**config.mk**
```make
export PLATFORM = sky130hd
export DESIGN_NAME = grid_stream_loader
export DESIGN_NICKNAME = d
export VERILOG_FILES = /design/src/rtl/grid_stream_loader.sv
export SDC_FILE = /design/constraint.sdc
export NUM_CORES = 1
export LEC_CHECK = 0
export BUFFER_PORTS_ARGS = -buffer_cell sky130_fd_sc_hd__buf_4
export CAP_MARGIN = 20
export CORE_ASPECT_RATIO = 0.8
export CORE_MARGIN = 2
export CORE_UTILIZATION = 62
export CTS_CLUSTER_SIZE = 28
export DETAILED_ROUTE_END_ITERATION = 10
export HOLD_SLACK_MARGIN = 0.06
export PLACE_DENSITY_LB_ADDON = 0.25
export SLEW_MARGIN = 10
export SYNTH_ARGS = -nofsm -noshare
export SYNTH_HDL_FRONTEND = slang
export SYNTH_SLANG_ARGS = --single-unit
```
**constraint.sdc**
```tcl
create_clock -name clk -period 27.6 [get_ports clk]
set_input_delay 1.38 -clock clk [delete_from_list [all_inputs] [get_ports clk]]
set_output_delay 1.38 -clock clk [all_outputs]
set_load 0.005 [all_outputs]
```
**src/rtl/grid_stream_loader.sv**
```systemverilog
// Converts a raw puzzle text byte stream into WIDTH-bit row bitmaps written one row per cycle,
// and records the column of the 'S' start marker.
module grid_stream_loader #(
    parameter int WIDTH  = 141,
    parameter int HEIGHT = 141,
    parameter int COL_W  = 8,
    parameter int ROW_W  = 8
) (
    input  logic             clk,
    input  logic             rst,
    input  logic             start,
    input  logic [7:0]       in_data,
    input  logic             in_valid,
    output logic             in_ready,
    output logic             row_we,
    output logic [ROW_W-1:0] row_addr,
    output logic [WIDTH-1:0] row_data,
    output logic [COL_W-1:0] start_col,
    output logic             start_found,
    output logic             done,
    output logic             error,
    output logic [1:0]       err_code
);

    typedef enum logic [1:0] {IDLE, LOAD, DONE, ERROR} state_t;

    state_t           state, state_nx;
    logic [COL_W-1:0] col;
    logic [ROW_W-1:0] row;
    logic [WIDTH-1:0] shreg;

    logic accept, last_pending, col_full, col_zero;
    logic is_dot, is_hat, is_s, is_cr, is_lf, is_data;
    logic commit, fault;
    logic [1:0] fcode;

    // The final row's write cycle blocks input so completion lands exactly one cycle later.
    assign last_pending = row_we && (row_addr == ROW_W'(HEIGHT - 1));
    assign in_ready     = (state == LOAD) && !last_pending;
    assign accept       = in_valid && in_ready;
    assign col_full     = (col == COL_W'(WIDTH));
    assign col_zero     = (col == '0);

    assign is_dot  = (in_data == 8'h2E);
    assign is_hat  = (in_data == 8'h5E);
    assign is_s    = (in_data == 8'h53);
    assign is_cr   = (in_data == 8'h0D);
    assign is_lf   = (in_data == 8'h0A);
    assign is_data = is_dot || is_hat || is_s;

    always_comb begin
        commit = 1'b0;
        fault  = 1'b0;
        fcode  = 2'd0;
        if (accept) begin
            if (is_data) begin
                if (col_full) begin
                    fault = 1'b1;
                    fcode = 2'd2;
                end else if (is_s && start_found) begin
                    fault = 1'b1;
                    fcode = 2'd3;
                end
            end else if (is_lf) begin
                if (col_full) begin
                    commit = 1'b1;
                end else if (!col_zero) begin
                    fault = 1'b1;
                    fcode = 2'd2;
                end
            end else if (!is_cr) begin
                fault = 1'b1;
                fcode = 2'd1;
            end
        end
    end

    always_comb begin
        state_nx = state;
        case (state)
            IDLE, DONE, ERROR: if (start) state_nx = LOAD;
            LOAD: begin
                if (fault)             state_nx = ERROR;
                else if (last_pending) state_nx = DONE;
            end
            default: state_nx = IDLE;
        endcase
    end

    always_ff @(posedge clk or posedge rst) begin
        if (rst) state <= IDLE;
        else     state <= state_nx;
    end

    always_ff @(posedge clk or posedge rst) begin
        if (rst) begin
            col         <= '0;
            row         <= '0;
            shreg       <= '0;
            row_we      <= 1'b0;
            row_addr    <= '0;
            row_data    <= '0;
            start_col   <= '0;
            start_found <= 1'b0;
            done        <= 1'b0;
            error       <= 1'b0;
            err_code    <= '0;
        end else begin
            row_we <= commit && !fault;
            if (state != LOAD) begin
                if (start) begin
                    col         <= '0;
                    row         <= '0;
                    shreg       <= '0;
                    start_col   <= '0;
                    start_found <= 1'b0;
                    done        <= 1'b0;
                    error       <= 1'b0;
                    err_code    <= '0;
                end
            end else if (fault) begin
                error    <= 1'b1;
                err_code <= fcode;
            end else if (last_pending) begin
                done <= 1'b1;
            end else if (commit) begin
                row_addr <= row;
                row_data <= shreg;
                row      <= row + 1'b1;
                col      <= '0;
                shreg    <= '0;
            end else if (accept && is_data) begin
                // First character of a line ends up in the MSB after WIDTH shifts.
                shreg <= {shreg[WIDTH-2:0], is_hat};
                col   <= col + 1'b1;
                if (is_s) begin
                    start_col   <= col;
                    start_found <= 1'b1;
                end
            end
        end
    end

endmodule

```
==> impl_metrics.env, run 1 <==
export IMPL_timing_final_crit_period_ns=4.77
export IMPL_drv_cap=0
export IMPL_setup_tns_ns=0
export IMPL_wl_met3_mm=1.19
export IMPL_num_antenna_cells=0
export IMPL_ys_top_cells_by_count="nand2_1, dfrtp_1, inv_1"
export IMPL_synth_ff_latch_count=322
export IMPL_synth_seq_area_share_pct=60.9
export IMPL_grt_total_usage_pct=24.6
export IMPL_whs_ns=0.464
export IMPL_synthAdderAreaFrac_pct=0.378
export IMPL_start_util_pct=63.5
export IMPL_drive_gt1_share_pct=18.7
export IMPL_synth_top_family_by_area="simple AND/OR/NAND/NOR gates"
export IMPL_synthMuxAreaShare_pct=12.2
export IMPL_first_global_vias=8997
export IMPL_fin_nets=1449
export IMPL_slew_headroom_pct=30.1
export IMPL_area_delta_synth_final_pct=18.6
export IMPL_cts_buffer_depth=3
export IMPL_yosys_area_share_simple_pct=14.6
export IMPL_dr_pass1_iters=8
export IMPL_worstPathRequired_ns=28.03
export IMPL_grt_pass1_wl_mm=45.7
export IMPL_netlist_top_cells_area="dfrtp_1, nand2_1, mux2i_1"
export IMPL_antenna_found_initial=0
export IMPL_hold_violations=0
export IMPL_yosysWarnings=0
export IMPL_setup_viol=0
export IMPL_drtIter0Drc=670
export IMPL_drc=12
export IMPL_synth_most_common_cell="nand2_1"
export IMPL_viasPerCell=5.28
export IMPL_numCtsBuffers=30
export IMPL_worstHoldStart="row_data[14]$_DFFE_PP0P_"
export IMPL_syn_avg_cell_area_um2=10.3
export IMPL_leakage_uw=0.00848
export IMPL_failed_checks="design-rule violations"
export IMPL_drv_slew=0
export IMPL_die_w_um=167
export IMPL_ant_nets=0
export IMPL_p_total_uw=1260
export IMPL_root_buffer="clkbuf_16"
export IMPL_synth_fp_nets=1297
export IMPL_synth_edf_count=0
export IMPL_fillers=1474
export IMPL_overflow=0
export IMPL_synth_area_mm2=0.0132
export IMPL_ctsResizeCount=0
export IMPL_ioPinCount=176
export IMPL_place_inst=1668
export IMPL_yosys_area_top_type="dfrtp_1"
export IMPL_hold_class="register to register"
export IMPL_routed_via_count=9106
export IMPL_clock_fmax_mhz=210
export IMPL_met1_length_mm=12.8
export IMPL_synth_compound_area_share_pct=5.46
export IMPL_grt_start_max_net_pins=131
export IMPL_rsz0062_at_grt="false"
export IMPL_end_kind="register"
export IMPL_vdd_drop_max_uv=58.6
export IMPL_synthArstFlopShare_pct=100
export IMPL_top_layer="met4"
export IMPL_place_hpwl_mm=16.8
export IMPL_totalWireLength_mm=27.1
export IMPL_arrival_ns=5.20
export IMPL_critPathLaunchType="primary input"
export IMPL_p_per_area_mw_per_mm2=80.2
export IMPL_die_h_um=135
export IMPL_status="finished, violations left"
export IMPL_core_area_mm2=0.0208
export IMPL_finalCritPeriodShare_pct=17.3
export IMPL_wl_met2_mm=12.6
export IMPL_r2r_start="row_addr[0]$_DFFE_PP0P_"
export IMPL_gp_congestion=0.806
export IMPL_fin_skew_ns=0.0167
export IMPL_crit_type="primary input to register"
export IMPL_clkLatencyLatePin_ns=0.55
export IMPL_cp_max_fo=62
export IMPL_synth_xor_area_share_pct=0.331
export IMPL_cts_clk_slew_worst_paths_ns=0.06
export IMPL_die_area_mm2=0.0225
export IMPL_worst_slew_pin_slew_ns=1.05
export IMPL_rows=47
export IMPL_fin_cells=1725
export IMPL_ys_flop_type="dfrtp_1"
export IMPL_synthCells=1281
export IMPL_placement_io_buffers=175
export IMPL_synth_cell_type_count=45
export IMPL_ctsHtreeMaxLevel=1
export IMPL_cts_hold_buf=0
export IMPL_clock_sinks=322
export IMPL_tritoncts="done"
export IMPL_wire_per_inst_um=15.7
export IMPL_synth_top_area_share_pct=60.9
export IMPL_worstSetupStartpoint="in_data[7]"
export IMPL_cts_setup_buffers=0
worst max-delay path, cell delays in order:
cell	delay, ns
buf_4	0.12
and4bb_2	0.33
nand3_1	0.10
and2_1	0.18
a211oi_1	0.22
buf_4	0.22
or3_4	0.46
buf_4	0.75
buf_4	0.91
mux2_2	0.42
cells by family after synthesis:
family / Yosys count
DFF: 322
adders and majority gates: 4
muxes: 157
and+or+nand+nor: 469
AOI/OAI and AO/OA: 134
xor gates and xnor gates: 5
buffers and inverters: 190
registers in the layout, summed over array words and instances, names as in the netlist, 2 cells and up:
register	flops
row	8
state	2
col	8
row_addr	8
row_data	141
err_code	2
shreg	141
start_col	8
power by group:
group | internal [uW] | switching [uW]
clock network | 234 | 174
registers | 577 | 58.9
logic | 86.8 | 126
total | 898 | 360
per-stage QoR:
step	instance area (um^2)	setup slack, ns	utilization [%]
2_1_floorplan	13200	17.31	-
3_3_place_gp	14700	22.34	70.4
3_5_place_dp	14700	22.29	70.4
4_1_cts	15600	22.86	75.1
5_1_grt	15700	22.62	75.4
6_report	15700	22.83	75.4
path summary, 6_finish.rpt:
| path | depth (start not counted) | slack, ns | endpoint |
|---|---|---|---|
| setup / recovery | 10 | 22.83 | shreg[4]$_DFFE_PP0P_ |
| hold / removal | 2 | 0.46 | row_data[14]$_DFFE_PP0P_ |
| setup reg to reg | 8 | 22.98 | shreg[4]$_DFFE_PP0P_ |
| hold reg to reg | 2 | 0.46 | row_data[14]$_DFFE_PP0P_ |
| max in group asynchronous | 3 | 25.28 | shreg[59]$_DFFE_PP0P_ |
| min in group asynchronous | 2 | 1.02 | row_data[83]$_DFFE_PP0P_ |
per-layer routing:
metal	vias up	track usage, %
met5	-	0
met4	0	5.41
met3	34	3.66
met2	208	39.0
met1	4473	36.8
li1	4391	-
cell type report:
type / instances / area [um^2] / share of cell area [%]
Sequential cell: 322 / 8060 / 51.4
Multi-Input combinational cell: 769 / 4390 / 28.0
Timing Repair Buffer: 189 / 1450 / 9.25
Clock buffer: 46 / 901 / 5.74
Inverter: 121 / 462 / 2.94
Tap cell: 269 / 337 / 2.15
Clock inverter: 9 / 88.8 / 0.566
placed cells by master (no fill, tap or decap), drive strengths merged, types with 7 or more instances in the layout:
master,count
mux2,38
nand2,364
nor2,53
clkbuf,46
o21ai,117
buf,189
nand3,8
inv,121
dfrtp,322
or3,8
a21oi,7
mux2i,119
Power figures use the tool's default switching activity.
==> inputs of run 2 (changes only) <==
Settings changed: CORE_UTILIZATION 62 to 57.
Clock period 27.6 ns to 4.85 ns, I/O delays scaled along.
==> run 2 against run 1 <==
- the run now ends clean
- final area increased by 1.5%
- via count is 0.37% higher
- sequential share of layout area fell by 0.77 points
- sequential power grew to 5.7 times the previous value
- cell count is 2.6% higher
- clock power rose to 6.5 times the previous value
==> impl_metrics.env, run 2 (same netlist as run 1, synthesis figures left out) <==
export IMPL_setup_tns_ns=0
export IMPL_finalCritPeriodShare_pct=70.6
export IMPL_drtIter0Drc=622
export IMPL_fin_skew_ns=0.0152
export IMPL_rows=49
export IMPL_mostFrequentLayoutCells="nand2_1, dfrtp_1, buf_4"
export IMPL_area_delta_synth_final_pct=20.4
export IMPL_drv_cap=0
export IMPL_fin_nets=1456
export IMPL_end_kind="register"
export IMPL_gp_congestion=0.821
export IMPL_path_buf_inv=1
export IMPL_num_antenna_cells=0
export IMPL_fin_cells=1769
export IMPL_slowest_delay_ns=0.76
export IMPL_die_w_um=174
export IMPL_numCtsBuffers=34
export IMPL_whs_path_depth=4
export IMPL_drive_gt1_share_pct=18.9
export IMPL_cts_buffer_depth=3
export IMPL_wire_per_inst_um=15.2
export IMPL_final_common_cell="nand2_1"
export IMPL_core_area_mm2=0.0226
export IMPL_p_total_uw=7480
export IMPL_setup_viol=0
export IMPL_clkLatencyLatePin_ns=0.50
export IMPL_place_inst=1708
export IMPL_root_buffer="clkbuf_16"
export IMPL_start_util_pct=58.5
export IMPL_drc=0
export IMPL_die_h_um=140
export IMPL_ctsHtreeMaxLevel=2
export IMPL_critical_path_depth=7
export IMPL_worstRegToRegCells=7
export IMPL_timing_final_crit_period_ns=3.42
export IMPL_critPathLaunchType="register"
export IMPL_rsz0062_at_grt="false"
export IMPL_fillers=1650
export IMPL_place_hpwl_mm=17.1
export IMPL_ant_nets=0
export IMPL_path_cells="or3b_1 -> o31ai_4 -> nand2_1 -> o21ai_1 -> or3_4 -> buf_4 -> mux2i_1"
export IMPL_leakage_uw=0.00858
export IMPL_slowest_stage="or3_4"
export IMPL_grt_total_usage_pct=22.7
export IMPL_vdd_drop_max_uv=278
export IMPL_antenna_found_initial=0
export IMPL_p_per_area_mw_per_mm2=469
export IMPL_cp_max_fo=49
export IMPL_slew_headroom_pct=38.7
export IMPL_placement_io_buffers=175
export IMPL_overflow=0
export IMPL_die_area_mm2=0.0244
export IMPL_arrival_ns=3.83
export IMPL_worst_slew_pin_slew_ns=0.919
export IMPL_cts_setup_buffers=0
export IMPL_dr_pass1_iters=5
export IMPL_totalWireLength_mm=27.0
export IMPL_grt_start_max_net_pins=120
export IMPL_grt_pass1_wl_mm=45.5
export IMPL_ioPinCount=176
export IMPL_hold_violations=0
export IMPL_tritoncts="done"
export IMPL_clock_fmax_mhz=292
export IMPL_first_global_vias=9006
export IMPL_cts_clk_slew_worst_paths_ns=0.06
export IMPL_viasPerCell=5.17
export IMPL_drv_slew=0
export IMPL_clock_sinks=322
export IMPL_crit_type="register to register"
export IMPL_routed_via_count=9140
export IMPL_crit_family="simple AND/OR/NAND/NOR gates"
export IMPL_status="finished clean"
export IMPL_top_regs="row_data x141, shreg x141"
export IMPL_hold_class="primary input to register"
export IMPL_worstPathRequired_ns=5.25
## run 2: layout make-up
type | instances | area, um^2 | area share (%)
clock inverters | 10 | 131 | 0.825
multi-input cells | 769 | 4390 | 27.6
repair buffers | 192 | 1480 | 9.32
well taps | 306 | 383 | 2.40
inverters | 121 | 458 | 2.88
flip-flops and latches | 322 | 8060 | 50.6
clock buffers | 49 | 1020 | 6.41
## run 2: power by group
group | total (uW) | switching (uW) | internal [uW] | leakage [uW]
logic | 1210 | 714 | 498 | 0.00363
clock network | 2650 | 1020 | 1630 | 0.000572
registers | 3610 | 328 | 3290 | 0.00437
## run 2: worst min-delay path, stage by stage
cell and delay [ns]:
buf_4 0.13, nand4_1 0.09, or3_1 0.19, o21ai_0 0.09
## run 2: final timing paths
check                                    startpoint                        to  slack (ns)
max in group asynchronous                       rst   row_data[7]$_DFFE_PP0P_        3.30
max                         row_addr[0]$_DFFE_PP0P_    shreg[110]$_DFFE_PP0P_        1.43
min in group asynchronous                       rst  row_data[51]$_DFFE_PP0P_        0.41
min reg2reg                row_data[24]$_DFFE_PP0P_  row_data[24]$_DFFE_PP0P_        0.47
max reg2reg                 row_addr[0]$_DFFE_PP0P_    shreg[110]$_DFFE_PP0P_        1.43
min                                      in_data[3]        row[0]$_DFFE_PP0P_        0.30
## run 2: metal layers
layer	up-vias	share of wire (%)	track usage, %
met5	-	0	0
met4	0	2.0	5.75
met3	49	6.0	5.08
met2	238	45	35.1
met1	4444	47	33.0
li1	4409	-	-
## run 2: stage by stage
step           instance area, um^2  utilization, %  hold slack, ns  setup WS (ns)
5_1_grt                      15900            70.4           0.318           1.12
4_1_cts                      15900            70.4           0.284           1.38
3_3_place_gp                 14800            65.2           0.381           1.58
2_1_floorplan                13200               -           0.350          0.313
3_5_place_dp                 14800            65.2           0.378           1.42
6_report                     15900            70.4           0.299           1.43
## run 2: repair_timing
item	in CTS	in global routing
endpoints found under the hold margin	27	0
gates resized for setup	0	0
hold buffers	2	0
==> inputs of run 3 (changes only) <==
Clock period 4.85 ns to 3.4 ns, I/O delays scaled along.
==> run 3 against run 2 <==
- cell count unchanged
- core utilization fell by 0.083 points
- non-clock buffer count rose by 3
- combinational power increased by 45%
- register-to-register slack worse by 0.98 ns
- sequential share of layout area is 0.060 points higher
- critical path type unchanged
==> impl_metrics.env, run 3 (same netlist as run 1, synthesis figures left out) <==
export IMPL_tritoncts="done"
export IMPL_drive_gt1_share_pct=19.1
export IMPL_design_area_mm2=0.0159
export IMPL_hold_violations=0
export IMPL_first_global_vias=8829
export IMPL_rrSetupSlack_ns=0.44
export IMPL_routed_via_count=9049
export IMPL_use_met2_pct=33.4
export IMPL_ctsHtreeMaxLevel=1
export IMPL_rows=49
export IMPL_totalWireLength_mm=26.9
export IMPL_worstHoldStart="in_data[3]"
export IMPL_rsz0062_at_grt="false"
export IMPL_setup_tns_ns=0
export IMPL_fin_nets=1456
export IMPL_seq_area_mm2=0.00806
export IMPL_placement_io_buffers=175
export IMPL_crit_family="simple AND/OR/NAND/NOR gates"
export IMPL_cts_clk_slew_worst_paths_ns=0.06
export IMPL_drv_cap=0
export IMPL_cts_hold_buf=2
export IMPL_fillers=1707
export IMPL_mostFrequentLayoutCells="nand2_1, dfrtp_1, buf_4"
export IMPL_top_regs="row_data x141, shreg x141"
export IMPL_leakage_uw=0.00857
export IMPL_cts_buffer_depth=3
export IMPL_cts_setup_buffers=0
export IMPL_ctsResizeCount=0
export IMPL_clock_fmax_mhz=338
export IMPL_end_kind="register"
export IMPL_setup_viol=0
export IMPL_worstPathRequired_ns=3.83
export IMPL_die_area_mm2=0.0244
export IMPL_drtIter0Drc=683
export IMPL_critPathLaunchType="register"
export IMPL_place_hpwl_mm=17.3
export IMPL_drc=0
export IMPL_gp_congestion=0.840
export IMPL_min_to="err_code[1]$_DFFE_PP0P_"
export IMPL_core_area_mm2=0.0226
export IMPL_cp_max_fo=47
export IMPL_area_delta_synth_final_pct=20.3
export IMPL_num_antenna_cells=0
export IMPL_slowest_delay_ns=0.56
export IMPL_p_per_area_mw_per_mm2=652
export IMPL_root_buffer="clkbuf_16"
export IMPL_antenna_found_initial=0
export IMPL_use_met1_pct=35.3
export IMPL_grt_pass1_wl_mm=45.6
export IMPL_timing_final_crit_period_ns=2.96
export IMPL_reg2reg_to="shreg[18]$_DFFE_PP0P_"
export IMPL_path_cells="ha_1 -> and4_1 -> nand4_1 -> nand2_1 -> o21ai_1 -> or3_4 -> buf_4 -> mux2_2"
export IMPL_worstRegToRegCells=8
export IMPL_viasPerCell=5.12
export IMPL_ioPinCount=176
export IMPL_die_h_um=140
export IMPL_grt_total_usage_pct=22.5
export IMPL_worst_slew_pin_slew_ns=0.895
export IMPL_overflow=0
export IMPL_crit_type="register to register"
export IMPL_whs_path_depth=5
export IMPL_dpl_instance_area_mm2=0.0148
export IMPL_final_util_pct=70.3
export IMPL_multi_input_area_mm2=0.00439
export IMPL_drv_slew=0
export IMPL_hold_class="primary input to register"
export IMPL_status="finished clean"
export IMPL_start_util_pct=58.5
export IMPL_grt_start_max_net_pins=169
export IMPL_r2r_start="col[0]$_DFFE_PP0P_"
export IMPL_dr_pass1_iters=5
export IMPL_ant_nets=0
export IMPL_vdd_drop_max_uv=494
export IMPL_grtUsageMet3_pct=3.72
export IMPL_arrival_ns=3.39
export IMPL_final_common_cell="nand2_1"
export IMPL_die_w_um=174
export IMPL_fin_skew_ns=0.0178
export IMPL_busiest_layer="met1"
export IMPL_wire_per_inst_um=15.2
export IMPL_finalCritPeriodShare_pct=86.9
export IMPL_numCtsBuffers=31
export IMPL_slew_headroom_pct=40.3
export IMPL_slowest_stage="buf_4"
export IMPL_path_buf_inv=1
export IMPL_clock_sinks=322
export IMPL_clkLatencyLatePin_ns=0.55
-- run 3: cell types whose count changed in the layout (fill, tap and decap cells not counted), sizes merged --
cell    before  now
buf        190  193
clkbuf      49   47
bufinv       3    2
clkinv       6    5
inv        121  122
-- run 3: power by group --
part	switching (uW)	total [uW]	leakage, uW	internal (uW)
Combinational	1030	1760	0.00367	727
Clock	1400	3460	0.000524	2060
Sequential	463	5150	0.00437	4690
Total	2900	10400	0.00857	7470
-- run 3: worst max-delay path by stage --
stage / from / end / slack, ns / cells after the start
floorplan: rst / col[0]$_DFFE_PP0P_ / -1.06 / 1
global placement: col[1]$_DFFE_PP0P_ / shreg[36]$_DFFE_PP0P_ / 0.60 / 9
detailed placement: col[0]$_DFFE_PP0P_ / shreg[34]$_DFFE_PP0P_ / 0.50 / 8
CTS: col[1]$_DFFE_PP0P_ / shreg[18]$_DFFE_PP0P_ / 0.49 / 9
global route: col[1]$_DFFE_PP0P_ / shreg[38]$_DFFE_PP0P_ / 0.23 / 9
finish: col[0]$_DFFE_PP0P_ / shreg[18]$_DFFE_PP0P_ / 0.44 / 8
-- run 3: through the flow --
stage,std cells,hold WS [ns],setup WS [ns],power [uW]
after floorplan,1281,0.277,-1.06,6440
after global placement,1711,0.382,0.600,6840
after detailed placement,1711,0.399,0.500,6970
after CTS,1769,0.115,0.490,10500
after global routing,1769,0.189,0.233,11000
final,1769,0.146,0.445,10400
-- run 3: metal layers --
| layer | share of wire (%) | wire, um |
|---|---|---|
| met5 | 0 | 0 |
| met4 | 1.9 | 518 |
| met3 | 5.2 | 1410 |
| met1 | 48 | 13000 |
| met2 | 45 | 12000 |
-- run 3: final cells by class --
| class | instances | area share, % |
|---|---|---|
| clock buffer | 47 | 5.95 |
| clock inverter | 9 | 0.645 |
| inverter | 121 | 2.88 |
| multi-input combinational | 769 | 27.6 |
| sequential | 322 | 50.7 |
| tap | 306 | 2.41 |
| timing repair buffer | 195 | 9.86 |
-- run 3: worst register-to-register path, cell delays in order, from the launching register on --
cell and delay [ns]:
dfrtp_1 0.45, ha_1 0.23, and4_1 0.24, nand4_1 0.22, nand2_1 0.08, o21ai_1 0.38
or3_4 0.24, buf_4 0.56, mux2_2 0.46
